### config.mk
export PLATFORM = sky130hd
export DESIGN_NAME = uart_fifo
export DESIGN_NICKNAME = d
export VERILOG_FILES = /design/src/rtl/uart_fifo.sv
export SDC_FILE = /design/constraint.sdc
export NUM_CORES = 1
export LEC_CHECK = 0
export CAP_MARGIN = 25
export CORE_MARGIN = 2
export CORE_UTILIZATION = 50
export DETAILED_ROUTE_END_ITERATION = 10
export PLACE_DENSITY = 0.68
export SYNTH_ARGS = -nofsm -noshare
export SYNTH_HDL_FRONTEND = slang
export SYNTH_SLANG_ARGS = --single-unit
### constraint.sdc
create_clock -name sys_clk -period 6.35 [get_ports sys_clk]
set_input_delay 1.27 -clock sys_clk [delete_from_list [all_inputs] [get_ports sys_clk]]
set_output_delay 1.27 -clock sys_clk [all_outputs]
set_load 0.01 [all_outputs]
### src/rtl/uart_fifo.sv
// CSR-mapped UART with TX/RX byte FIFOs, optional parity, 1/2 stop bits and a level IRQ.
// Serialiser and deserialiser run on a 16x oversampling tick from a programmable divisor.

module uart_fifo_buf #(
  parameter int aw = 4
) (
  input  logic        clk,
  input  logic        rst_n,
  input  logic        push,
  input  logic        pop,
  input  logic [7:0]  din,
  output logic [7:0]  head,
  output logic [aw:0] level,
  output logic        full,
  output logic        empty
);
  localparam int depth = 1 << aw;

  logic [7:0]    mem [depth];
  logic [aw-1:0] wr_ptr;
  logic [aw-1:0] rd_ptr;
  logic          do_push;
  logic          do_pop;

  assign empty   = (level == '0);
  assign full    = (level == (aw+1)'(depth));
  assign do_pop  = pop && !empty;
  // A push into a full FIFO is still accepted when a pop frees the slot this cycle.
  assign do_push = push && (!full || do_pop);
  assign head    = mem[rd_ptr];

  always_ff @(posedge clk) begin
    if (do_push) mem[wr_ptr] <= din;
  end

  always_ff @(posedge clk or negedge rst_n) begin
    if (!rst_n) begin
      wr_ptr <= '0;
      rd_ptr <= '0;
      level  <= '0;
    end else begin
      if (do_push) wr_ptr <= wr_ptr + aw'(1);
      if (do_pop)  rd_ptr <= rd_ptr + aw'(1);
      if (do_push && !do_pop)      level <= level + (aw+1)'(1);
      else if (do_pop && !do_push) level <= level - (aw+1)'(1);
    end
  end
endmodule

module uart_fifo #(
  parameter logic [4:0] csr_addr = 5'h0,
  parameter int         clk_freq = 100000000,
  parameter int         baud     = 115200,
  parameter int         fifo_aw  = 4
) (
  input  logic        sys_clk,
  input  logic        sys_rst_n,
  input  logic [14:0] csr_a,
  input  logic        csr_we,
  input  logic [31:0] csr_di,
  output logic [31:0] csr_do,
  output logic        irq,
  input  logic        uart_rx,
  output logic        uart_tx
);
  localparam logic [15:0] div_default = 16'(clk_freq / baud / 16);

  typedef enum logic [2:0] {TX_IDLE, TX_WAIT, TX_START, TX_DATA, TX_PARITY, TX_STOP} tx_state_t;
  typedef enum logic [2:0] {RX_IDLE, RX_START, RX_DATA, RX_PARITY, RX_STOP, RX_WAIT_HIGH} rx_state_t;

  logic [15:0] div_reg;
  logic [5:0]  ctrl_reg;
  logic        rx_ovf, tx_ovf, frame_err;
  logic        sel, wr, stat_wr;
  logic [2:0]  clr;
  logic [31:0] rd_data, stat;
  logic        unused_bits;

  logic [15:0] tick_cnt, div_eff;
  logic        tick;

  logic             tx_push, tx_pop, tx_full, tx_empty, tx_idle, tx_last_stop;
  logic [7:0]       tx_head;
  logic [fifo_aw:0] tx_level;
  tx_state_t        tx_state;
  logic [3:0]       tx_sub;
  logic [2:0]       tx_bit;
  logic [7:0]       tx_shift;
  logic             tx_par, tx_par_en, tx_two, tx_stop2;

  logic             rx_s1, rx_s2, rx_pop, rx_full, rx_empty;
  logic [7:0]       rx_head;
  logic [fifo_aw:0] rx_level;
  rx_state_t        rx_state;
  logic [3:0]       rx_sub;
  logic [2:0]       rx_bit;
  logic [7:0]       rx_shift, rx_data;
  logic             rx_par_en, rx_par_odd, rx_par_bit, rx_push, rx_ferr;

  assign unused_bits = ^{csr_a[9:3], csr_di[31:16]};

  assign sel     = (csr_a[14:10] == csr_addr);
  assign wr      = sel && csr_we;
  assign stat_wr = wr && (csr_a[2:0] == 3'd2);
  assign tx_push = wr && (csr_a[2:0] == 3'd0);
  assign rx_pop  = stat_wr && csr_di[0];
  assign clr     = stat_wr ? csr_di[5:3] : 3'b000;

  assign div_eff = (div_reg == 16'd0) ? 16'd1 : div_reg;
  assign tick    = (tick_cnt == 16'd0);

  assign tx_last_stop = (tx_state == TX_STOP) && tick && (tx_sub == 4'd15) && (!tx_two || tx_stop2);
  assign tx_pop       = ((tx_state == TX_IDLE) || tx_last_stop) && !tx_empty;
  assign tx_idle      = tx_empty && (tx_state == TX_IDLE);

  uart_fifo_buf #(.aw(fifo_aw)) tx_fifo (
    .clk(sys_clk), .rst_n(sys_rst_n), .push(tx_push), .pop(tx_pop), .din(csr_di[7:0]),
    .head(tx_head), .level(tx_level), .full(tx_full), .empty(tx_empty)
  );

  uart_fifo_buf #(.aw(fifo_aw)) rx_fifo (
    .clk(sys_clk), .rst_n(sys_rst_n), .push(rx_push), .pop(rx_pop), .din(rx_data),
    .head(rx_head), .level(rx_level), .full(rx_full), .empty(rx_empty)
  );

  always_ff @(posedge sys_clk or negedge sys_rst_n) begin
    if (!sys_rst_n) tick_cnt <= '0;
    else if (tick)  tick_cnt <= div_eff - 16'd1;
    else            tick_cnt <= tick_cnt - 16'd1;
  end

  // Frame format is captured when a byte is popped so CTRL edits only affect later frames.
  always_ff @(posedge sys_clk or negedge sys_rst_n) begin
    if (!sys_rst_n) begin
      tx_state  <= TX_IDLE;
      tx_sub    <= '0;
      tx_bit    <= '0;
      tx_shift  <= '0;
      tx_par    <= 1'b0;
      tx_par_en <= 1'b0;
      tx_two    <= 1'b0;
      tx_stop2  <= 1'b0;
      uart_tx   <= 1'b1;
    end else begin
      case (tx_state)
        TX_IDLE: if (!tx_empty) begin
          tx_shift  <= tx_head;
          tx_par    <= (^tx_head) ^ ctrl_reg[4];
          tx_par_en <= ctrl_reg[3];
          tx_two    <= ctrl_reg[5];
          tx_state  <= TX_WAIT;
        end
        TX_WAIT: if (tick) begin
          tx_state <= TX_START;
          tx_sub   <= '0;
          uart_tx  <= 1'b0;
        end
        TX_START, TX_DATA, TX_PARITY, TX_STOP: if (tick) begin
          tx_sub <= tx_sub + 4'd1;
          if (tx_sub == 4'd15) begin
            if (tx_state == TX_START) begin
              tx_state <= TX_DATA;
              tx_bit   <= '0;
              uart_tx  <= tx_shift[0];
            end else if (tx_state == TX_DATA) begin
              if (tx_bit == 3'd7) begin
                tx_stop2 <= 1'b0;
                tx_state <= tx_par_en ? TX_PARITY : TX_STOP;
                uart_tx  <= tx_par_en ? tx_par : 1'b1;
              end else begin
                tx_bit   <= tx_bit + 3'd1;
                tx_shift <= tx_shift >> 1;
                uart_tx  <= tx_shift[1];
              end
            end else if (tx_state == TX_PARITY) begin
              tx_stop2 <= 1'b0;
              tx_state <= TX_STOP;
              uart_tx  <= 1'b1;
            end else if (tx_two && !tx_stop2) begin
              tx_stop2 <= 1'b1;
            end else if (!tx_empty) begin
              tx_shift  <= tx_head;
              tx_par    <= (^tx_head) ^ ctrl_reg[4];
              tx_par_en <= ctrl_reg[3];
              tx_two    <= ctrl_reg[5];
              tx_state  <= TX_START;
              uart_tx   <= 1'b0;
            end else begin
              tx_state <= TX_IDLE;
            end
          end
        end
        default: tx_state <= TX_IDLE;
      endcase
    end
  end

  always_ff @(posedge sys_clk or negedge sys_rst_n) begin
    if (!sys_rst_n) begin
      rx_s1 <= 1'b1;
      rx_s2 <= 1'b1;
    end else begin
      rx_s1 <= uart_rx;
      rx_s2 <= rx_s1;
    end
  end

  always_ff @(posedge sys_clk or negedge sys_rst_n) begin
    if (!sys_rst_n) begin
      rx_state   <= RX_IDLE;
      rx_sub     <= '0;
      rx_bit     <= '0;
      rx_shift   <= '0;
      rx_par_en  <= 1'b0;
      rx_par_odd <= 1'b0;
      rx_par_bit <= 1'b0;
      rx_push    <= 1'b0;
      rx_data    <= '0;
      rx_ferr    <= 1'b0;
    end else begin
      rx_push <= 1'b0;
      rx_ferr <= 1'b0;
      case (rx_state)
        RX_IDLE: if (!rx_s2) begin
          rx_state   <= RX_START;
          rx_sub     <= '0;
          rx_par_en  <= ctrl_reg[3];
          rx_par_odd <= ctrl_reg[4];
        end
        RX_START: if (tick) begin
          // A start bit that is high again at mid-bit was a glitch.
          if (rx_sub == 4'd7) begin
            rx_sub   <= '0;
            rx_bit   <= '0;
            rx_state <= rx_s2 ? RX_IDLE : RX_DATA;
          end else begin
            rx_sub <= rx_sub + 4'd1;
          end
        end
        RX_DATA, RX_PARITY, RX_STOP: if (tick) begin
          rx_sub <= rx_sub + 4'd1;
          if (rx_sub == 4'd15) begin
            if (rx_state == RX_DATA) begin
              rx_shift <= {rx_s2, rx_shift[7:1]};
              rx_bit   <= rx_bit + 3'd1;
              if (rx_bit == 3'd7) rx_state <= rx_par_en ? RX_PARITY : RX_STOP;
            end else if (rx_state == RX_PARITY) begin
              rx_par_bit <= rx_s2;
              rx_state   <= RX_STOP;
            end else begin
              if (!rx_s2 || (rx_par_en && (((^rx_shift) ^ rx_par_bit) != rx_par_odd))) begin
                rx_ferr <= 1'b1;
              end else begin
                rx_push <= 1'b1;
                rx_data <= rx_shift;
              end
              rx_state <= RX_WAIT_HIGH;
            end
          end
        end
        RX_WAIT_HIGH: if (rx_s2) rx_state <= RX_IDLE;
        default: rx_state <= RX_IDLE;
      endcase
    end
  end

  assign stat = {8'd0, 8'(tx_level), 8'(rx_level), 2'b00, frame_err, tx_ovf, rx_ovf,
                 tx_idle, !tx_full, !rx_empty};

  always_comb begin
    rd_data = '0;
    case (csr_a[2:0])
      3'd0:    rd_data = {24'd0, rx_head};
      3'd1:    rd_data = {16'd0, div_reg};
      3'd2:    rd_data = stat;
      3'd3:    rd_data = {26'd0, ctrl_reg};
      default: rd_data = '0;
    endcase
  end

  // Flag updates: a new event in the same cycle as its write-one-to-clear keeps the flag set.
  always_ff @(posedge sys_clk or negedge sys_rst_n) begin
    if (!sys_rst_n) begin
      csr_do    <= '0;
      div_reg   <= div_default;
      ctrl_reg  <= '0;
      rx_ovf    <= 1'b0;
      tx_ovf    <= 1'b0;
      frame_err <= 1'b0;
      irq       <= 1'b0;
    end else begin
      csr_do <= sel ? rd_data : 32'd0;
      if (wr && csr_a[2:0] == 3'd1) div_reg  <= csr_di[15:0];
      if (wr && csr_a[2:0] == 3'd3) ctrl_reg <= csr_di[5:0];
      rx_ovf    <= (rx_push && rx_full && !rx_pop) || (rx_ovf && !clr[0]);
      tx_ovf    <= (tx_push && tx_full && !tx_pop) || (tx_ovf && !clr[1]);
      frame_err <= rx_ferr || (frame_err && !clr[2]);
      irq <= (ctrl_reg[0] && !rx_empty) || (ctrl_reg[1] && tx_empty) ||
             (ctrl_reg[2] && (rx_ovf || tx_ovf || frame_err));
    end
  end
endmodule

==> results of run 1 <==
## power breakdown
group | internal (mW) | switching [mW] | leakage (nW)
clock | 1.45 | 0.991 | 0.679
combinational | 0.635 | 0.666 | 2.43
sequential | 2.91 | 0.239 | 4.51
## logic make-up (layout without fill, tap and decap cells)
logic type                 after synthesis  in the layout  synth area share
other                                    1             11          0.000217
and+or+nand+nor                        246            246            0.0747
DFF                                    401            401             0.656
buffers and inverters                   87            154            0.0233
AOI/OAI and AO/OA                      171            171            0.0680
adders and majority gates               27             27            0.0204
xor gates and xnor gates                48             48            0.0252
muxes                                  146            146             0.132
## worst max-delay path, stage by stage (launching register included)
cell and delay (ps):
dfrtp_1 420, or3_4 410, or4_4 470, or2_1 300, or4_4 450, a21oi_4 310, o21ba_2 510, ha_1 270
inv_1 110, fa_1 410, a21o_1 170, a21oi_1 170, xnor2_1 130, nor2_1 60, xor2_1 140
## path summary, 6_finish.rpt
kind                        startpoint                 to  slack, ps  cells past startpoint
setup / recovery           tick_cnt[8]   tx_fifo.level[4]       1880                     14
hold / removal                   rx_s1              rx_s2        360                      0
setup reg to reg           tick_cnt[8]   tx_fifo.level[4]       1880                     14
hold reg to reg                  rx_s1              rx_s2        360                      0
max in group asynchronous    sys_rst_n  rx_fifo.rd_ptr[0]       4140                      2
min in group asynchronous    sys_rst_n         csr_do[10]        760                      1
## through the flow
stage | std cells | utilization | setup slack [ps] | hold WS (ps)
finish | 1659 | 0.568 | 1880 | 358
global placement | 1584 | 0.528 | 1590 | 348
CTS | 1659 | 0.568 | 1920 | 359
detailed placement | 1584 | 0.528 | 1490 | 348
global route | 1659 | 0.568 | 1620 | 362
floorplan | 1137 | - | 2500 | 345
## layout by cell type (no fill, tap or decap), drive strengths merged, types with 9 or more instances in the layout
| cell | count |
|---|---|
| clkbuf | 53 |
| conb | 11 |
| xor2 | 13 |
| nor2 | 42 |
| and3 | 29 |
| buf | 9 |
| clkdlybuf4s50 | 49 |
| a221oi | 20 |
| o21a | 9 |
| and2 | 25 |
| nand2 | 64 |
| ha | 25 |
| o21ai | 39 |
| edfxtp | 256 |
| mux4 | 61 |
| a21oi | 29 |
| nor2b | 11 |
| a21o | 9 |
| nand2b | 10 |
| nor3 | 18 |
| mux2i | 38 |
| nand3 | 12 |
| inv | 23 |
| dfrtp | 138 |
| nor4 | 11 |
| mux2 | 47 |
| clkinv | 15 |
| a22oi | 14 |
| xnor2 | 34 |
## routing by layer
metal | GRT usage | part of all wire | vias to the layer above
met5 | 0 | 0 | -
met4 | 0.0722 | 0.032 | 0
met3 | 0.0312 | 0.046 | 72
met2 | 0.325 | 0.48 | 230
met1 | 0.290 | 0.44 | 4895
li1 | - | - | 4402
## layout make-up
type	count	area, um^2	area share
Inverter	21	78.8	0.00405
Multi-Input combinational cell	649	5580	0.286
Clock buffer	53	1150	0.0592
Clock inverter	22	218	0.0112
Timing Repair Buffer	58	562	0.0288
Tap cell	455	569	0.0292
Sequential cell	401	11300	0.581
==> flow_summary.yaml, run 1 <==
outcome:
  status: "finished, final reports clean"
clock_tree:
  cts_buffer_depth: 3
  numClockSinks: 401
  root_buffer: "clkbuf_16"
  holdBufCountCts: 0
  cts_resized: 0
  cts_tree: "built"
  path_clk_slew_ps: 60
  h-tree-depth: 2
  numCtsBuffers: 41
  clk_latency_ps: 540
  postCtsSetupBuffers: 0
place:
  port_buffers: 50
  gp_congestion: 0.790
  postPlaceCellArea_um2: 18100
  hpwl_um: 23200
cells_and_area:
  top_regs: "rx_fifo.mem x128, tx_fifo.mem x128, csr_do x21"
  final_area_um2: 19500
  antennaDiodeCount: 0
  area_growth_pct: 12.9
  n_fill_cell: 2671
  nets: 1250
  drive_gt1_frac: 0.169
synthesis:
  synth.most_common_cell: "edfxtp_1"
  synthCells: 1127
  ys.flop_type: "edfxtp_1"
  synth-seq-cells: 401
  yosysTopAreaCellShare: 0.445
  synth_edf_count: 256
  ys_types: 64
  synth_area_leaders: "edfxtp_1 45%, dfrtp_1 20%, mux4_2 8.0%, mux2_2 3.1%, mux2i_1 2.2%"
  syn_area_per_cell_um2: 15.3
  synth_seq_area_share: 0.656
  ys_async_sr_fraction: 0.362
  synth_top_area_cell: "edfxtp_1"
  netlist_area_um2: 17300
  synth_common_cells: "256 x edfxtp_1, 138 x dfrtp_1, 62 x nand2_1, 61 x mux4_2, 47 x mux2_2"
  yosysWarnings: 0
worst_hold_path:
  hp-class: "flip-flop to flip-flop"
grt:
  grt_max_degree: 82
  grt_pass1_wl_um: 56400
  grt_overflow: 0
  first_global_vias: 9711
  grt_use_total: 0.204
  grt_antenna_before_repair: 0
die:
  fp.coreArea_um2: 34300
  dieArea_um2: 36000
  rows: 68
  ioPinCount: 85
  die_w_um: 190
  die_y_um: 190
  initial_core_util: 0.503
power:
  p_leak_nw: 7.62
  vdd.ir_drop.worst_mv: 0.295
  p_per_area_nw_per_um2: 353
  p_total_mw: 6.89
timing:
  finalSetupTns_ps: 0
  finalHoldViolCount: 0
  clock_skew_ps: 14.7
  slew_headroom: 0.371
  rsz0062_at_grt: "false"
  slew_violations: 0
  setup_viol: 0
  worst_pin_slew_ps: 941
  period_share: 0.703
  timing.fmax_mhz: 224
  fin_crit_ps: 4470
worst_setup_path:
  worstPathMaxFanout: 21
  crit_required_ps: 6760
  critPathLaunchType: "flip-flop"
  worstSetupEndpointType: "flip-flop"
  worstSetupPathType: "flip-flop to flip-flop"
  arrival_ps: 4880
drt:
  drtAntennaViolNets: 0
  drt-pass1-iter-count: 5
  drcViolationCount: 0
  vias: 9599
  drtIter0Drc: 846
  viasPerCell: 5.79
  avgRoutedWirePerCell_um: 21.4
  drt-total-wl_um: 35500
run:
  cap_violations: 0
Note: power is estimated with default switching activity, not from simulation.
==> run 2: changes to the inputs <==
Clock period 6.35 ns to 4.6 ns, I/O delays scaled along.
==> flow_summary.yaml, run 2 (synthesis results as in run 1) <==
grt:
  met3_usage: 0.0336
  grt_antenna_before_repair: 0
  grt_max_degree: 103
  grt_overflow: 0
  grt_pass1_wl_um: 56500
  first_global_vias: 9800
  use_met1: 0.284
  grt.busiest_layer: "met2"
  grt_use_total: 0.205
  met2_usage: 0.336
cells_and_area:
  nets: 1259
  drive_gt1_frac: 0.176
  final_common_cell: "edfxtp_1"
  top_regs: "rx_fifo.mem x128, tx_fifo.mem x128, csr_do x21"
  final_cell_mix: "256 x edfxtp_1, 135 x dfrtp_1, 62 x nand2_1"
  area_growth_pct: 13.6
  antennaDiodeCount: 0
clock_tree:
  holdBufCountCts: 0
  path_clk_slew_ps: 60
  cts_tree: "built"
  numCtsBuffers: 41
  numClockSinks: 401
  cts_resized: 0
  clk_latency_ps: 540
  postCtsSetupBuffers: 0
  cts_buffer_depth: 3
  root_buffer: "clkbuf_16"
  h-tree-depth: 2
die:
  die_w_um: 190
  rows: 68
  ioPinCount: 85
  dieArea_um2: 36000
  fp.coreArea_um2: 34300
  initial_core_util: 0.503
  die_y_um: 190
worst_setup_path:
  cp_top_family: "simple AND/OR/NAND/NOR gates"
  worst_path_max_delay_cell: "or4_4"
  critPathLaunchType: "flip-flop"
  worstSetupPathType: "flip-flop to flip-flop"
  worstSetupEndpointType: "flip-flop"
  cp.buffers_inverters: 1
  arrival_ps: 4540
  crit_chain: "or3_4 > or4_4 > or2_1 > or4_4 > a21oi_4 > nand2_2 > ha_1 > inv_1 > ha_1 > a21o_1 > a21oi_1 > xnor2_1 > nor2_1 > xor2_1"
  max_stage_delay_ps: 480
  crit_required_ps: 5010
  worstPathMaxFanout: 15
drt:
  drt-pass1-iter-count: 5
  viasPerCell: 5.81
  avgRoutedWirePerCell_um: 21.4
  drt-total-wl_um: 35600
  vias: 9677
  drtIter0Drc: 794
  drcViolationCount: 0
  drtAntennaViolNets: 0
place:
  port_buffers: 50
  gp_congestion: 0.822
  hpwl_um: 23700
timing:
  worst_pin_slew_ps: 898
  finalSetupTns_ps: 0
  fin_crit_ps: 4130
  timing.fmax_mhz: 242
  slew_violations: 0
  period_share: 0.898
  slew_headroom: 0.401
  clock_skew_ps: 11.6
  hold_slack_ps: 173
  rsz0062_at_grt: "false"
  setup_viol: 0
  finalHoldViolCount: 0
outcome:
  status: "finished, final reports clean"
power:
  p_per_area_nw_per_um2: 487
  p_total_mw: 9.54
  p_leak_nw: 7.67
  vdd.ir_drop.worst_mv: 0.372
worst_hold_path:
  hp-class: "primary input to asynchronous set/reset pin"
run:
  cap_violations: 0
-- run 2: area by class of cell --
cell class                      instances  area [um^2]
Clock buffer                           53         1140
Clock inverter                         21          234
Fill cell                            2606        14700
Inverter                               21         78.8
Multi-Input combinational cell        649         5580
Sequential cell                       401        11300
Tap cell                              455          569
Timing Repair Buffer                   67          674
-- run 2: where the power goes --
part,internal (mW),switching [mW]
sequential,4.02,0.293
clock,2.04,1.34
combinational,0.895,0.964
total,6.95,2.59
-- run 2: per-stage QoR --
step / area, um^2 / instances / utilization / setup WS, ps
global route: 19600 / 1667 / 0.572 / 270
detailed placement: 18200 / 1592 / 0.531 / 499
finish: 19600 / 1667 / 0.572 / 470
floorplan: 17300 / 1137 / - / 747
global placement: 18200 / 1592 / 0.531 / 547
CTS: 19600 / 1666 / 0.571 / 475
-- run 2: worst paths after layout --
path,slack [ps],start,end,depth (start not counted)
max reg2reg,470,tick_cnt[8],tx_fifo.level[4],14
max in group asynchronous,3370,sys_rst_n,tx_fifo.rd_ptr[0],3
max,470,tick_cnt[8],tx_fifo.level[4],14
min reg2reg,360,rx_s1,rx_s2,0
min in group sys_clk,360,rx_s1,rx_s2,0
min,170,sys_rst_n,rx_fifo.level[2],1
-- run 2: routing by layer --
| metal | wire length [um] | up-vias |
|---|---|---|
| met1 | 15400 | 4957 |
| met3 | 1690 | 60 |
| met5 | 0 | - |
| met2 | 17600 | 240 |
| li1 | - | 4420 |
| met4 | 976 | 0 |
==> run 3: changes to the inputs <==
Settings changed: CORE_UTILIZATION 50 to 56, PLACE_DENSITY 0.68 to 0.75.
==> flow_summary.yaml, run 3 (synthesis results as in run 1) <==
outcome:
  status: "finished, final reports clean"
drt:
  drtIter0Drc: 926
  viasPerCell: 6.06
  drt-total-wl_um: 35500
  drtAntennaViolNets: 0
  avgRoutedWirePerCell_um: 22.1
  drcViolationCount: 0
  vias: 9731
  drt-pass1-iter-count: 5
grt:
  first_global_vias: 9922
  grt_pass1_wl_um: 57000
  grt_antenna_before_repair: 0
  grt_overflow: 0
  grt_use_total: 0.226
  grt_max_degree: 77
worst_setup_path:
  rr_startpoint: "tick_cnt[8]"
  crit_chain: "or3_4 > or4_4 > or2_1 > or4_4 > a21oi_4 > nand2_2 > ha_1 > inv_1 > ha_1 > a21o_1 > a21oi_1 > xnor2_1 > nor2_1 > xor2_1"
  worstSetupPathType: "flip-flop to flip-flop"
  worstSetupEndpointType: "flip-flop"
  worstPathMaxFanout: 15
  max_stage_delay_ps: 460
  ff2ff_path_depth: 14
  cp_top_family: "simple AND/OR/NAND/NOR gates"
  critPathLaunchType: "flip-flop"
  cp.buffers_inverters: 1
  cp.depth: 14
  crit-reg2reg-capture: "tx_fifo.level[4]"
  arrival_ps: 4520
  worst_path_max_delay_cell: "or4_4"
  worst-r2r-setup-slack_ps: 490
  crit_required_ps: 5010
timing:
  timing.fmax_mhz: 243
  clock_skew_ps: 18.7
  setup_ws_ps: 491
  worst_pin_slew_ps: 885
  period_share: 0.893
  fin_crit_ps: 4110
  setup_viol: 0
  finalSetupTns_ps: 0
  rsz0062_at_grt: "false"
  finalHoldViolCount: 0
  slew_headroom: 0.408
  slew_violations: 0
clock_tree:
  h-tree-depth: 2
  postCtsSetupBuffers: 0
  numClockSinks: 401
  numCtsBuffers: 41
  cts_buffer_depth: 3
  path_clk_slew_ps: 60
  clk_latency_ps: 540
  cts_resized: 0
  root_buffer: "clkbuf_16"
  cts_tree: "built"
  holdBufCountCts: 0
place:
  port_buffers: 50
  postPlaceCellArea_um2: 18100
  hpwl_um: 23500
  gp_congestion: 0.823
  pre_cts_ws_ps: 483
die:
  rows: 64
  dieArea_um2: 32200
  initial_core_util: 0.566
  die_y_um: 180
  die_w_um: 180
  fp.coreArea_um2: 30500
  ioPinCount: 85
cells_and_area:
  final_area_um2: 19500
  final_cell_mix: "256 x edfxtp_1, 135 x dfrtp_1, 62 x nand2_1"
  top_regs: "rx_fifo.mem x128, tx_fifo.mem x128, csr_do x21"
  antennaDiodeCount: 0
  area_growth_pct: 12.8
  final_common_cell: "edfxtp_1"
  drive_gt1_frac: 0.177
  n_fill_cell: 2163
  fin_util: 0.638
  nets: 1257
power:
  p_per_area_nw_per_um2: 487
  clkPwrFrac: 0.349
  switching_share: 0.278
  p_switching_mw: 2.63
  p_leak_nw: 7.65
  vdd.ir_drop.worst_mv: 0.331
  power_frac_seq: 0.453
  internal-power_mw: 6.86
  p_comb_frac: 0.199
worst_hold_path:
  hold_depth: 0
  min_from: "rx_s1"
  hold_path_end: "rx_s2"
  hp-class: "flip-flop to flip-flop"
run:
  cap_violations: 0
-- run 3: changes by cell type in the layout (fill, tap and decap cells not counted), sizes merged --
cell and delta:
buf -2, clkinv +1, bufinv -1, clkinvlp -1, clkbuf -1, inv +3
-- run 3: layer usage --
layer | wire [um] | global-route usage
met5 | 0 | 0
met1 | 14900 | 0.304
met3 | 1640 | 0.0391
met4 | 913 | 0.0683
met2 | 18000 | 0.381
-- run 3: through the flow --
| stage | cells | hold WS (ps) | power [mW] |
|---|---|---|---|
| global route | 1607 | 356 | 9.91 |
| global placement | 1532 | 347 | 6.18 |
| detailed placement | 1532 | 347 | 6.24 |
| floorplan | 1137 | 345 | 5.76 |
| finish | 1607 | 354 | 9.49 |
| CTS | 1607 | 356 | 9.56 |
-- run 3: worst max-delay path by stage --
| stage | startpoint | endpoint | slack [ps] |
|---|---|---|---|
| finish | tick_cnt[8] | tx_fifo.level[4] | 490 |
| global route | tick_cnt[8] | tx_fifo.level[4] | 300 |
| CTS | tick_cnt[8] | tx_fifo.level[4] | 490 |
| detailed placement | tick_cnt[8] | tx_fifo.level[4] | 480 |
| global placement | csr_a[13] | tx_fifo.level[4] | 570 |
| floorplan | tick_cnt[8] | tx_fifo.level[4] | 750 |
-- run 3: area by class of cell --
| type | instances | area (um^2) | share of cell area |
|---|---|---|---|
| well taps | 396 | 495 | 0.0254 |
| clock buffers | 52 | 1110 | 0.0569 |
| multi-input cells | 649 | 5580 | 0.286 |
| clock inverters | 23 | 248 | 0.0127 |
| flip-flops and latches | 401 | 11300 | 0.582 |
| repair buffers | 65 | 639 | 0.0328 |
| inverters | 21 | 78.8 | 0.00405 |
-- run 3: power by group through the flow --
stage          sequential (mW)  combinational (mW)  clock, mW
6_report                  4.30                1.89       3.31
5_1_grt                   4.33                2.06       3.52
4_1_cts                   4.29                1.90       3.37
3_5_place_dp              4.35                1.89          0
3_3_place_gp              4.35                1.84          0
2_1_floorplan             4.20                1.57          0
-- run 3: worst reg2reg max path: stages (launching register included) --
cell     delay, ps
dfrtp_1        420
or3_4          410
or4_4          470
or2_1          270
or4_4          440
a21oi_4        290
nand2_2        260
ha_1           300
inv_1          150
ha_1           290
a21o_1         180
a21oi_1        170
xnor2_1        140
nor2_1          60
xor2_1         140
